## config.mk

```make
export PLATFORM = sky130hd
export DESIGN_NAME = poco_led_ctrl
export DESIGN_NICKNAME = d
export VERILOG_FILES = /design/src/rtl/poco_led_ctrl.sv
export SDC_FILE = /design/constraint.sdc
export NUM_CORES = 1
export LEC_CHECK = 0
export ABC_AREA = 1
export CORE_MARGIN = 4
export CORE_UTILIZATION = 57
export CTS_CLUSTER_SIZE = 12
export DETAILED_ROUTE_END_ITERATION = 16
export PLACE_DENSITY = 0.92
export SETUP_SLACK_MARGIN = 0.5
export SLEW_MARGIN = 20
export SYNTH_ARGS = -nofsm -noshare
export SYNTH_HDL_FRONTEND = slang
export SYNTH_SLANG_ARGS = --single-unit
```

## constraint.sdc

```tcl
create_clock -name clk -period 5.4 [get_ports clk]
set_input_delay 0.81 -clock clk [delete_from_list [all_inputs] [get_ports clk]]
set_output_delay 0.81 -clock clk [all_outputs]
set_load 0.02 [all_outputs]
```

## src/rtl/poco_led_ctrl.sv

```systemverilog
// Memory-mapped LED controller: NCH channels, static/blink/invert, registered read-back.
// Latency: register writes commit on the write edge, led follows one cycle later; reads return one cycle after rd_en.
// Backpressure: none, one access per cycle always accepted. LED_CTRL_PWM_EN adds per-channel PWM with a DUTY register.
module poco_led_ctrl #(
    parameter int                DATA_W    = 16,
    parameter int                ADDR_W    = 16,
    parameter logic [ADDR_W-1:0] BASE_ADDR = 16'hFFF0,
    parameter int                NCH       = 2,
    parameter int                LED_W     = 12
) (
    input  logic                   clk,
    input  logic                   rst,
    input  logic [ADDR_W-1:0]      addr,
    input  logic [DATA_W-1:0]      wdata,
    input  logic                   we,
    input  logic                   rd_en,
    output logic [DATA_W-1:0]      rd_data,
    output logic                   rd_valid,
    output logic [NCH*LED_W-1:0]   led
);

    localparam int CH_W = (NCH > 1) ? $clog2(NCH) : 1;
    localparam int NREG = 4 * NCH;

    logic [ADDR_W-1:0]      off;
    logic                   in_win;
    logic [CH_W-1:0]        sel_ch;
    logic [1:0]             sel_reg;
    logic [CH_W+1:0]        rd_idx;
    logic [NREG*DATA_W-1:0] rd_all;

    // Unsigned wrap makes addresses below BASE_ADDR land far outside the window.
    assign off     = addr - BASE_ADDR;
    assign in_win  = off < ADDR_W'(NREG);
    assign sel_ch  = off[CH_W+1:2];
    assign sel_reg = off[1:0];
    assign rd_idx  = off[CH_W+1:0];

    for (genvar c = 0; c < NCH; c++) begin : g_ch
        logic [LED_W-1:0]  data_q;
        logic              blink_q;
        logic              inv_q;
        logic [DATA_W-1:0] period_q;
        logic [DATA_W-1:0] cnt_q;
        logic              phase_q;
        logic [LED_W-1:0]  term;
        logic [LED_W-1:0]  led_q;
        logic              hit;
        logic              restart;
        logic              wrap;
`ifdef LED_CTRL_PWM_EN
        logic              pwm_q;
        logic [DATA_W-1:0] duty_q;
`endif

        assign hit     = we && in_win && (sel_ch == CH_W'(c));
        assign restart = hit && (sel_reg != 2'd0);
        assign wrap    = (cnt_q == period_q);

        always_comb begin
            term = data_q;
            if (blink_q) begin
`ifdef LED_CTRL_PWM_EN
                if (pwm_q)
                    term = (cnt_q < duty_q) ? data_q : '0;
                else
                    term = phase_q ? data_q : '0;
`else
                term = phase_q ? data_q : '0;
`endif
            end
        end

        always_ff @(posedge clk or posedge rst) begin
            if (rst) begin
                data_q   <= '0;
                blink_q  <= 1'b0;
                inv_q    <= 1'b0;
                period_q <= '0;
                cnt_q    <= '0;
                phase_q  <= 1'b1;
                led_q    <= '0;
`ifdef LED_CTRL_PWM_EN
                pwm_q    <= 1'b0;
                duty_q   <= '0;
`endif
            end else begin
                if (hit) begin
                    case (sel_reg)
                        2'd0: data_q <= wdata[LED_W-1:0];
                        2'd1: begin
                            blink_q <= wdata[0];
                            inv_q   <= wdata[1];
`ifdef LED_CTRL_PWM_EN
                            pwm_q   <= wdata[2];
`endif
                        end
                        2'd2: period_q <= wdata;
`ifdef LED_CTRL_PWM_EN
                        default: duty_q <= wdata;
`else
                        default: ;
`endif
                    endcase
                end

                // A restart beats a wrap landing on the same edge.
                if (restart || !blink_q) begin
                    cnt_q   <= '0;
                    phase_q <= 1'b1;
                end else if (wrap) begin
                    cnt_q <= '0;
`ifdef LED_CTRL_PWM_EN
                    if (!pwm_q)
                        phase_q <= ~phase_q;
`else
                    phase_q <= ~phase_q;
`endif
                end else begin
                    cnt_q <= cnt_q + 1'b1;
                end

                led_q <= term ^ {LED_W{inv_q}};
            end
        end

        assign rd_all[(4*c+0)*DATA_W +: DATA_W] = DATA_W'(data_q);
        assign rd_all[(4*c+2)*DATA_W +: DATA_W] = period_q;
`ifdef LED_CTRL_PWM_EN
        assign rd_all[(4*c+1)*DATA_W +: DATA_W] = DATA_W'({pwm_q, inv_q, blink_q});
        assign rd_all[(4*c+3)*DATA_W +: DATA_W] = {duty_q[DATA_W-2:0], phase_q};
`else
        assign rd_all[(4*c+1)*DATA_W +: DATA_W] = DATA_W'({inv_q, blink_q});
        assign rd_all[(4*c+3)*DATA_W +: DATA_W] = DATA_W'(phase_q);
`endif
        assign led[c*LED_W +: LED_W] = led_q;
    end

    // Sampled before this edge's write lands, so a same-cycle read sees the old value.
    always_ff @(posedge clk or posedge rst) begin
        if (rst) begin
            rd_valid <= 1'b0;
            rd_data  <= '0;
        end else begin
            rd_valid <= rd_en;
            if (rd_en)
                rd_data <= in_win ? rd_all[rd_idx*DATA_W +: DATA_W] : '0;
        end
    end

endmodule

```

==> reports/results.ini, run 1 <==
[final_layout]
syn_to_final_growth_pct = 19.7
layout-drive-gt1-share = 0.0514
final_common_cell = nand2_1
final_cell_mix = nand2_1 (338), dfrtp_1 (133), inv_1 (102)
fillers = 827
diodes = 0
stdcell_count = 1135
fin_nets = 1018

[drt]
viasPerCell = 5.73
drt-initial-drc-count = 823
avgRoutedWirePerCell_um = 16.0
ant_nets = 0
drc = 0
dr.pass1.iters = 7
vias = 6502
wl_mm = 18.2

[global_route]
grt_antenna_before_repair = 0
overflow = 0
grt_pass1_wl_mm = 30.2
grt_max_degree = 59
grt_usage = 0.268
grt_pass1_vias = 6128

[power]
seqPwrFrac = 0.463
clkPwrFrac = 0.498
p_sw_frac = 0.226
combPwrFrac = 0.039
p_per_area_nw_per_um2 = 266
ir_worst_vdd_mv = 0.167
switchingPower_w = 0.000494
p_int_w = 0.00169
p_leak_nw = 3.67

[floorplan]
rows = 39
die_width_um = 118
fp.coreArea_sq_um = 11600
die-height_um = 118
ioPinCount = 77
start_util = 0.592
die-area_sq_um = 13900

[synth]
syn_inst = 911
synth_cell_types = 27
synth_xor_xnor_area_share = 0.0446
synth_top_area_share = 0.484
ys_ff_latch = 135
synth-compound-area-share = 0.0947
seq_area_frac_synth = 0.492
synth.area.top_cells = dfrtp_1 (48%), nand2_1 (18%), o21ai_0 (6.6%)
syn-num-nets = 949
netlist_area_sq_um = 6870
synth_top_family_by_area = simple AND/OR/NAND/NOR gates
synthAdderAreaFrac = 0.00364
synthMuxAreaShare = 0
synth-simple-area-share = 0.283
synth_top_cell_by_area = dfrtp_1
syn_area_per_cell_sq_um = 7.54
ys_warn_count = 0

[place]
hpwl_mm = 12.6
pre_cts_ws_ns = 2.06
portBuffers = 76
place_inst = 1104
gp_congestion = 0.933

[critical_path]
setup.worst_path.end = g_ch[0].data_q[10]
required_ns = 5.66
timing.rr.start = g_ch[1].cnt_q[0]
worst_path_largest_cell_delay_ns = 0.82
startpoint_type = primary input
worstPathArrival_ns = 3.33
crit_chain = clkdlybuf4s50_1, nor2_2, nand4_1, nand2_1, o21ai_0
critPathMaxFanout = 24
critPathCaptureType = register
critical_path_class = primary input to register
worst-r2r-setup-slack_ns = 3.47
reg2reg_depth = 10
r2r-end = g_ch[1].cnt_q[14]
startpoint = addr[0]
cp_slowest_cell = nand4_1

[timing]
finalSetupViolCount = 0
fmax_ghz = 0.326
period_minus_slack_ns = 3.07
setup-tns-final_ns = 0
slew_viol_final = 0
slew_headroom = 0.408
rsz0062_at_grt = false
clock_skew_ns = 0.00685
finalCritPeriodShare = 0.568
worst_slew_pin_slew_ns = 0.888
final_hold_viol_count = 0
layout_setup_ws_ns = 2.33

[clock_tree]
hold_buffers = 0
clkTransAtPathRegs_ns = 0.06
cts-root-buf = clkbuf_16
cts_buffers = 17
cts.path.max_buffers = 2
cts_resized = 0
clock_latency_ns = 0.42
cts_num_sinks = 135
cts_tree = done
post-cts-setup-buffer-count = 0
htreeDepth = 4

[flow_run]
maxCapViolations = 0

[hold_path]
min_from = rd_data[8]
worstHoldPathType = register to register

[status]
status = complete, no violations

==> cells by family after synthesis <==
kind of cell	Yosys count
fa+ha+maj	2
flops	135
buf+inv	135
compound gates	126
simple gates	478
xor+xnor	35
==> worst min path at each step <==
stage | endpoint | cells past startpoint
2_1_floorplan | g_ch[1].data_q[0] | 2
3_3_place_gp | rd_data[1] | 2
3_5_place_dp | rd_data[8] | 2
4_1_cts | rd_data[8] | 2
5_1_grt | rd_data[7] | 2
6_report | rd_data[8] | 2
==> sequential cells by signal, summed over array words and instances, names as in the netlist <==
| signal | count |
|---|---|
| rd_valid | 1 |
| g_ch.phase_q | 2 |
| rd_data | 16 |
| g_ch.led_q | 24 |
| g_ch.inv_q | 2 |
| g_ch.period_q | 32 |
| g_ch.blink_q | 2 |
| g_ch.cnt_q | 32 |
| g_ch.data_q | 24 |
==> stage by stage <==
stage                     utilization  instance area (sq um)  hold WS [ns]  total power [W]
after floorplan                     -                   6870         0.467          0.00107
after global placement          0.660                   7670         0.467          0.00111
after detailed placement        0.660                   7670         0.477          0.00112
after CTS                       0.708                   8230         0.491          0.00218
after global routing            0.708                   8230         0.512          0.00223
final                           0.708                   8230         0.487          0.00219
==> area by class of cell <==
class                      instances  area (sq um)  area share
clock buffer                      19           453      0.0551
timing repair buffer              79           783      0.0952
clock inverter                    12           104      0.0126
sequential                       135          3380       0.411
tap                              143           179      0.0218
multi-input combinational        641          2930       0.356
inverter                         106           400      0.0487
==> synth_stat cells (all sizes together) <==
library cell and count:
nand2 342, dfrtp 133, inv 106, o21ai 94
nor2 85, xor2 35, nand3 27, a21oi 26
buf 20, nand4 17, clkbuf 9, nor3 6
a22o 4, dfstp 2, ha 2, o211ai 2
or2 1
==> worst max-delay path: cells and delay by family <==
family / cells / cell delay [ns]
AOI/OAI and AO/OA: 1 / 0.13
buffers and inverters: 1 / 0.53
and+or+nand+nor: 3 / 1.86
==> power groups by stage <==
stage | logic [W] | registers [W] | clock network [W]
after global routing | 0.0000928 | 0.00101 | 0.00113
after floorplan | 0.0000393 | 0.00103 | 0
final | 0.0000850 | 0.00101 | 0.00109
after global placement | 0.0000832 | 0.00103 | 0
after CTS | 0.0000849 | 0.00101 | 0.00109
after detailed placement | 0.0000842 | 0.00103 | 0
==> layer usage <==
layer,vias up,global-route usage,share of wire
met2,405,0.428,0.47
met5,-,0,0
li1,2983,-,-
met4,0,0.128,0.040
met3,76,0.0553,0.097
met1,3038,0.351,0.39
Note: power is estimated with default switching activity, not from simulation.
==> inputs of run 2 (changes only) <==
clock period = 3.1 ns   (was 5.4 ns; I/O delays follow)
==> reports/results.ini, run 2 (synthesized netlist as in run 1, its figures left out) <==
[timing]
fmax_ghz = 0.485
finalCritPeriodShare = 0.665
final_hold_viol_count = 0  ; unchanged
finalSetupViolCount = 0  ; unchanged
period_minus_slack_ns = 2.06
rsz0062_at_grt = false
slew_viol_final = 0  ; unchanged
worst_slew_pin_slew_ns = 0.694  ; -0.193 ns
setup-tns-final_ns = 0  ; unchanged
slew_headroom = 0.537  ; +0.129
clock_skew_ns = 0.0128  ; +0.00592 ns

[floorplan]
ioPinCount = 77  ; unchanged
die-area_sq_um = 13900  ; unchanged
rows = 39  ; unchanged
fp.coreArea_sq_um = 11600  ; unchanged
die-height_um = 118  ; unchanged
die_width_um = 118  ; unchanged
start_util = 0.592  ; unchanged

[critical_path]
worstPathArrival_ns = 2.38  ; -0.95 ns
critical_path_class = primary input to register
required_ns = 3.41  ; -2.25 ns
reg2reg_depth = 10  ; unchanged
critPathCaptureType = register
startpoint_type = primary input
critPathMaxFanout = 32  ; +33%

[final_layout]
final_common_cell = nand2_1
fin_nets = 1020  ; +0.20%
seq_area_sq_um = 3380  ; unchanged
fillers = 840  ; +1.6%
syn_to_final_growth_pct = 21.4
largest_registers = g_ch.cnt_q: 32 flops, g_ch.period_q: 32 flops
diodes = 0  ; unchanged
layout-drive-gt1-share = 0.0523  ; +0.000850
multi_input_comb_area_sq_um = 2930  ; unchanged
final_cell_mix = nand2_1 (338), dfrtp_1 (133), inv_1 (102)

[place]
portBuffers = 76  ; unchanged
hpwl_mm = 12.3  ; -2.2%
gp_congestion = 0.965  ; +3.5%

[clock_tree]
cts_tree = done
htreeDepth = 4  ; unchanged
cts_num_sinks = 135  ; unchanged
cts_resized = 0  ; unchanged
cts.path.max_buffers = 2  ; unchanged
clkTransAtPathRegs_ns = 0.06  ; about the same
cts_buffers = 17  ; unchanged
clock_latency_ns = 0.42  ; about the same
post-cts-setup-buffer-count = 0  ; unchanged
cts-root-buf = clkbuf_16
hold_buffers = 0  ; unchanged

[drt]
drc = 0  ; unchanged
wl_mm = 18.6  ; +2.6%
avgRoutedWirePerCell_um = 16.4  ; +2.3%
dr.pass1.iters = 6  ; -1
viasPerCell = 5.64  ; -1.6%
vias = 6416  ; -1.3%
drt-initial-drc-count = 995  ; +21%
ant_nets = 0  ; unchanged

[global_route]
grt_max_degree = 136  ; +130%
grt_pass1_wl_mm = 30.2  ; +0.11%
grt_pass1_vias = 6211  ; +1.4%
grt_usage = 0.274  ; +0.00606
overflow = 0  ; unchanged
grt_antenna_before_repair = 0  ; unchanged

[status]
status = complete, no violations

[flow_run]
maxCapViolations = 0  ; unchanged

[power]
ir_worst_vdd_mv = 0.387  ; +130%
p_per_area_nw_per_um2 = 496  ; +87%
fin_total_pwr_w = 0.00414  ; +89%
p_leak_nw = 3.71  ; +1.2%

[hold_path]
holdPathStages = 2  ; unchanged
worstHoldPathType = register to register

-- run 2: power by group --
part	switching (W)	internal [W]	leakage, nW
clock	0.000774	0.00145	0.306
combinational	0.000102	0.0000533	1.53
sequential	0.000000538	0.00176	1.88
-- run 2: per-stage QoR --
stage	util	hold WS, ns	cells	instance area, sq um	setup WS, ns
after CTS	0.718	0.485	1138	8340	1.06
after global placement	0.663	0.467	1106	7700	0.774
after global routing	0.718	0.492	1138	8340	0.838
after detailed placement	0.663	0.470	1106	7700	0.694
after floorplan	-	0.467	911	6880	0.957
final	0.718	0.486	1138	8340	1.04
-- run 2: worst paths after layout --
path	startpoint	slack [ns]	endpoint
worst max register to register	g_ch[1].cnt_q[0]	1.19	g_ch[1].cnt_q[14]
worst min-delay path	rd_data[1]	0.49	rd_data[1]
min in group asynchronous	rst	0.60	g_ch[1].led_q[8]
worst max-delay path	addr[0]	1.04	g_ch[0].period_q[1]
max in group asynchronous	rst	1.98	g_ch[0].cnt_q[5]
worst min register to register	rd_data[1]	0.49	rd_data[1]
-- run 2: worst max-delay path, stage by stage --
cell,delay (ns)
clkdlybuf4s50_1,0.53
inv_2,0.10
nand2_1,0.20
inv_2,0.30
nand4_4,0.39
o21ai_0,0.38
-- run 2: final cells by class --
| cell class | count | area share |
|---|---|---|
| well taps | 143 | 0.0214 |
| repair buffers | 81 | 0.0972 |
| flip-flops and latches | 135 | 0.405 |
| clock buffers | 20 | 0.0535 |
| multi-input cells | 641 | 0.351 |
| inverters | 106 | 0.0481 |
| clock inverters | 12 | 0.0240 |
-- run 2: per-layer routing --
metal,global-route usage,part of all wire,up-vias
met1,0.329,0.37,2911
met3,0.0706,0.10,101
met4,0.177,0.060,0
li1,-,-,2981
met2,0.439,0.47,423
met5,0,0,-
==> inputs of run 3 (changes only) <==
clock period = 2.1 ns   (was 3.1 ns; I/O delays follow)
==> reports/results.ini, run 3 (synthesized netlist as in run 1, its figures left out) <==
[floorplan]
rows = 39  ; unchanged
die-area_sq_um = 13900  ; unchanged
start_util = 0.592  ; unchanged
ioPinCount = 77  ; unchanged
die-height_um = 118  ; unchanged
fp.coreArea_sq_um = 11600  ; unchanged
die_width_um = 118  ; unchanged

[timing]
rsz0062_at_grt = true
period_minus_slack_ns = 1.69
finalSetupViolCount = 0  ; unchanged
holdWs_ns = 0.239  ; -0.247 ns
slew_headroom = 0.570  ; +0.0330
worst_slew_pin_slew_ns = 0.643  ; -0.0515 ns
clock_skew_ns = 0.0110  ; -0.00180 ns
slew_viol_final = 0  ; unchanged
setup-tns-final_ns = 0  ; unchanged
fmax_ghz = 0.591
layout_setup_ws_ns = 0.409  ; -0.631 ns
final_hold_viol_count = 0  ; unchanged
finalCritPeriodShare = 0.805

[status]
status = complete, no violations

[clock_tree]
cts.path.max_buffers = 2  ; unchanged
cts_num_sinks = 135  ; unchanged
cts_buffers = 17  ; unchanged
hold_buffers = 0  ; unchanged
clock_latency_ns = 0.43  ; about the same
cts-root-buf = clkbuf_16
cts_tree = done
htreeDepth = 4  ; unchanged
clkTransAtPathRegs_ns = 0.06  ; about the same

[critical_path]
worstPathArrival_ns = 2.00  ; -0.38 ns
startpoint_type = register
critPathMaxFanout = 17  ; -47%
critPathCaptureType = register
required_ns = 2.41  ; -1.00 ns
critical_path_class = register to register

[drt]
vias = 6759  ; +5.3%
dr.pass1.iters = 7  ; +1
ant_nets = 0  ; unchanged
drt-initial-drc-count = 1162  ; +17%
wl_mm = 20.1  ; +8.0%
viasPerCell = 5.87  ; +4.1%
drc = 0  ; unchanged
avgRoutedWirePerCell_um = 17.5  ; +6.7%

[final_layout]
diodes = 0  ; unchanged
syn_to_final_growth_pct = 24.2
final_cell_mix = nand2_1 (336), dfrtp_1 (127), inv_1 (100)
final_common_cell = nand2_1
fin_area_sq_um = 8530  ; +2.3%
fin_nets = 1035  ; +1.5%
layout-drive-gt1-share = 0.0872  ; +0.0350
fillers = 780  ; -7.1%
largest_registers = g_ch.cnt_q: 32 flops, g_ch.period_q: 32 flops
final_util = 0.735  ; +0.0163

[power]
p_per_area_nw_per_um2 = 690  ; +39%
p_leak_nw = 4.00  ; +7.7%
p_sw_frac = 0.224  ; +0.0129
switchingPower_w = 0.00132  ; +51%
clkPwrFrac = 0.515  ; -0.021
combPwrFrac = 0.042  ; +0.005
ir_worst_vdd_mv = 0.392  ; +1.1%
seqPwrFrac = 0.443  ; +0.017
p_int_w = 0.00456  ; +40%

[global_route]
grt_antenna_before_repair = 0  ; unchanged
overflow = 0  ; unchanged
grt_max_degree = 64  ; -53%
grt_usage = 0.279  ; +0.00493
grt_pass1_wl_mm = 31.1  ; +3.0%
grt_pass1_vias = 6211  ; unchanged

[place]
portBuffers = 76  ; unchanged
placed_cell_area_sq_um = 7770  ; +0.94%
gp_congestion = 0.924  ; -4.3%
pre_cts_ws_ns = 0.0286  ; -0.666 ns
hpwl_mm = 12.6  ; +2.1%

[hold_path]
worstHoldPathType = primary input to async pin

[flow_run]
maxCapViolations = 0  ; unchanged

[run 3: path summary, 6_finish.rpt]
| kind | end | slack [ns] | cells past startpoint | from |
|---|---|---|---|---|
| setup / recovery | g_ch[1].cnt_q[11] | 0.41 | 9 | g_ch[1].cnt_q[9] |
| hold / removal | g_ch[1].data_q[8] | 0.24 | 2 | rst |
| setup reg to reg | g_ch[1].cnt_q[11] | 0.41 | 9 | g_ch[1].cnt_q[9] |
| hold reg to reg | rd_data[1] | 0.48 | 2 | rd_data[1] |
| max in group asynchronous | g_ch[0].phase_q | 1.17 | 3 | rst |
| min in group clk | g_ch[1].period_q[15] | 0.47 | 3 | wdata[15] |
[run 3: cell type report]
type	instances	area (sq um)	share of cell area
Sequential cell	135	3390	0.397
Clock buffer	18	429	0.0503
Inverter	106	407	0.0477
Clock inverter	13	169	0.0198
Timing Repair Buffer	94	895	0.105
Multi-Input combinational cell	643	3070	0.359
Tap cell	143	179	0.0210
[run 3: worst max-delay path: stages (launching register included)]
cell	delay, ns
dfrtp_1	0.47
inv_1	0.12
nand2_1	0.08
nand2_1	0.07
nor2_1	0.17
nand2_1	0.09
nor2_2	0.21
nand2_4	0.19
nand3_1	0.13
nor2_1	0.04
[run 3: power by group through the flow]
stage	logic (W)	clock network, W	registers (W)
after floorplan	0.000102	0	0.00265
after global placement	0.000230	0	0.00265
after detailed placement	0.000234	0	0.00265
after CTS	0.000240	0.00302	0.00260
after global routing	0.000266	0.00315	0.00260
final	0.000247	0.00303	0.00260
[run 3: repair_timing]
item / 4_1_cts / 5_1_grt
cloned: 1 / 1
gates resized for setup: 52 / 34
pin swaps: 1 / 7
setup buffers: 0 / 5
setup endpoints to repair: 60 / 106
[run 3: routing by layer]
layer  up-vias  share of wire  global-route usage
met1      3064           0.37               0.359
met4         0          0.067               0.143
met2       541           0.46               0.450
li1       3021              -                   -
met5         -              0                   0
met3       133           0.11              0.0557
[run 3: per-stage QoR]
| step | total power (W) | std cells |
|---|---|---|
| after global placement | 0.00288 | 1114 |
| after CTS | 0.00587 | 1146 |
| after floorplan | 0.00276 | 911 |
| after detailed placement | 0.00289 | 1114 |
| final | 0.00589 | 1152 |
| after global routing | 0.00602 | 1152 |
==> patch: new RTL, settings of run 1 <==
Change the parameter `LED_W` from 12 to 14.
--- a/src/rtl/poco_led_ctrl.sv
+++ b/src/rtl/poco_led_ctrl.sv
@@ -7,5 +7,5 @@
     parameter logic [ADDR_W-1:0] BASE_ADDR = 16'hFFF0,
     parameter int                NCH       = 2,
-    parameter int                LED_W     = 12
+    parameter int                LED_W     = 14
 ) (
     input  logic                   clk,
Ports: changed (resized led); port bits go from 77 to 81. No check against the original RTL was run, so the function may have changed too.
==> patch against run 1 <==
Final area increased by 7.3%. Area after synthesis increased by 6.3%. Wire length up 9.1%. Setup slack gained 0.28 ns. Power rose by 18%. Maximum frequency rose by 10%. Combinational power increased by 22%. Via count rose by 1.6%. Sequential cell count up 8. Clock power increased by 28%. Critical path type unchanged. Largest power group unchanged. Highest routed layer unchanged.
==> patch: results (changes against run 1) <==
drt pass-1 iters 6 (was 7); xor/xnor share of the synthesized area 0.0383 (was 0.0446); worst hold path depth 2 (unchanged); top cells by area, synth dfrtp_1 48%, nand2_1 17%, inv_1 4.5%, o21ai_0 4.1%, nor2_1 4.0% (was dfrtp_1 48%, nand2_1 18%, o21ai_0 6.6%, inv_1 5.6%, xor2_1 4.5%); Adder-Cell Fraction of Synth Area 0.00342 (was 0.00364); fill count 899 (was 827); port bufs 80 (was 76); Post-synth top cells 326 x nand2_1, 141 x dfrtp_1, 88 x inv_1 (was 338 x nand2_1, 133 x dfrtp_1, 103 x inv_1); status finished, final reports clean (unchanged); Final Net Count 1,030 (was 1,018); Critical Path Source addr[10] (was addr[0]); setup ws final 2.61 ns (was 2.33 ns); Total GRT Usage 0.283 (was 0.268); Worst Skew 0.00759 ns (was 0.00685 ns); routed vias 6,606 (was 6,502); Worst path max stage delay 0.61 ns (was 0.82 ns); M2 GR Usage 0.469 (was 0.428); Cells after Synth 922 (was 911); met1 WL 7630 um (was 7080 um); Seq/Total Area, Yosys 0.490 (was 0.492); Routed WL 19,800 um (was 18,200 um); root buffer cell clkbuf_16 (unchanged); Critical Path Fanout Max 32 (was 24); layout cells sized above 1 0.0856 (was 0.0514); routed vias/inst 5.61 (was 5.73); maximum number of pins on one net before global-route repair 108 (was 59); met2 routed WL 9630 um (was 8600 um); Leak 3.87 nW (was 3.67 nW); r2r startpoint g_ch[1].cnt_q[0]$_DFF_PP0_ (unchanged); Arr. time, crit path 3.11 ns (was 3.33 ns); vias in the first global route 6,432 (was 6,128); dpl ws 2.25 ns (was 2.06 ns); slowest cell on the critical path nand4_4 (was nand4_1); Clock power frac 0.543 (was 0.498); grt met3 use 0.0573 (was 0.0553); Compound-Gate Fraction of Synth Area 0.113 (was 0.0947); initial drt markers 751 (was 823); unique cell type count in the Yosys netlist 30 (was 27); cell count after placement 1,145 (was 1,104); Met3 Routed Length 1770 um (was 1760 um); grt met1 use 0.361 (was 0.351); Switching Fraction 0.203 (was 0.226); first-pass GRT wire length 32,400 um (was 30,200 um); IR drop worst, VDD 162 uV (was 167 uV); pwr dens 292 nW/um^2 (was 266 nW/um^2); worst slew pin tran 0.939 ns (was 0.888 ns); post-synth net total 960 (was 949); RD Place Congestion 0.936 (was 0.933); Cell Int Power 0.00206 W (was 0.00169 W); DP HPWL 12,900 um (was 12,600 um); Cell Area, Placed 8120 um^2 (was 7670 um^2); Hold WS 0.489 ns (was 0.487 ns); r2r worst-path depth 9 (was 10)
patch: layout make-up:
cell class              instances  area share
well taps                     172      0.0244
flip-flops and latches        143       0.406
multi-input cells             651       0.356
clock inverters                10      0.0261
inverters                      97      0.0418
clock buffers                  22      0.0537
repair buffers                 82      0.0924
patch: worst register-to-register path, delay by kind of cell, from the launching register on:
kind / cells / cell delay (ns)
flip-flops: 1 / 0.47
AND/OR/NAND/NOR: 8 / 1.13
adder cells (fa/ha/maj): 1 / 0.25
patch: worst max-delay path by stage:
stage | end | depth (start not counted)
floorplan | g_ch[0].blink_q$_DFFE_PP0P_ | 1
global placement | g_ch[0].data_q[8]$_DFFE_PP0P_ | 8
detailed placement | g_ch[0].period_q[2]$_DFFE_PP0P_ | 7
CTS | g_ch[0].period_q[1]$_DFFE_PP0P_ | 7
global route | g_ch[0].period_q[1]$_DFFE_PP0P_ | 7
finish | g_ch[0].period_q[1]$_DFFE_PP0P_ | 7
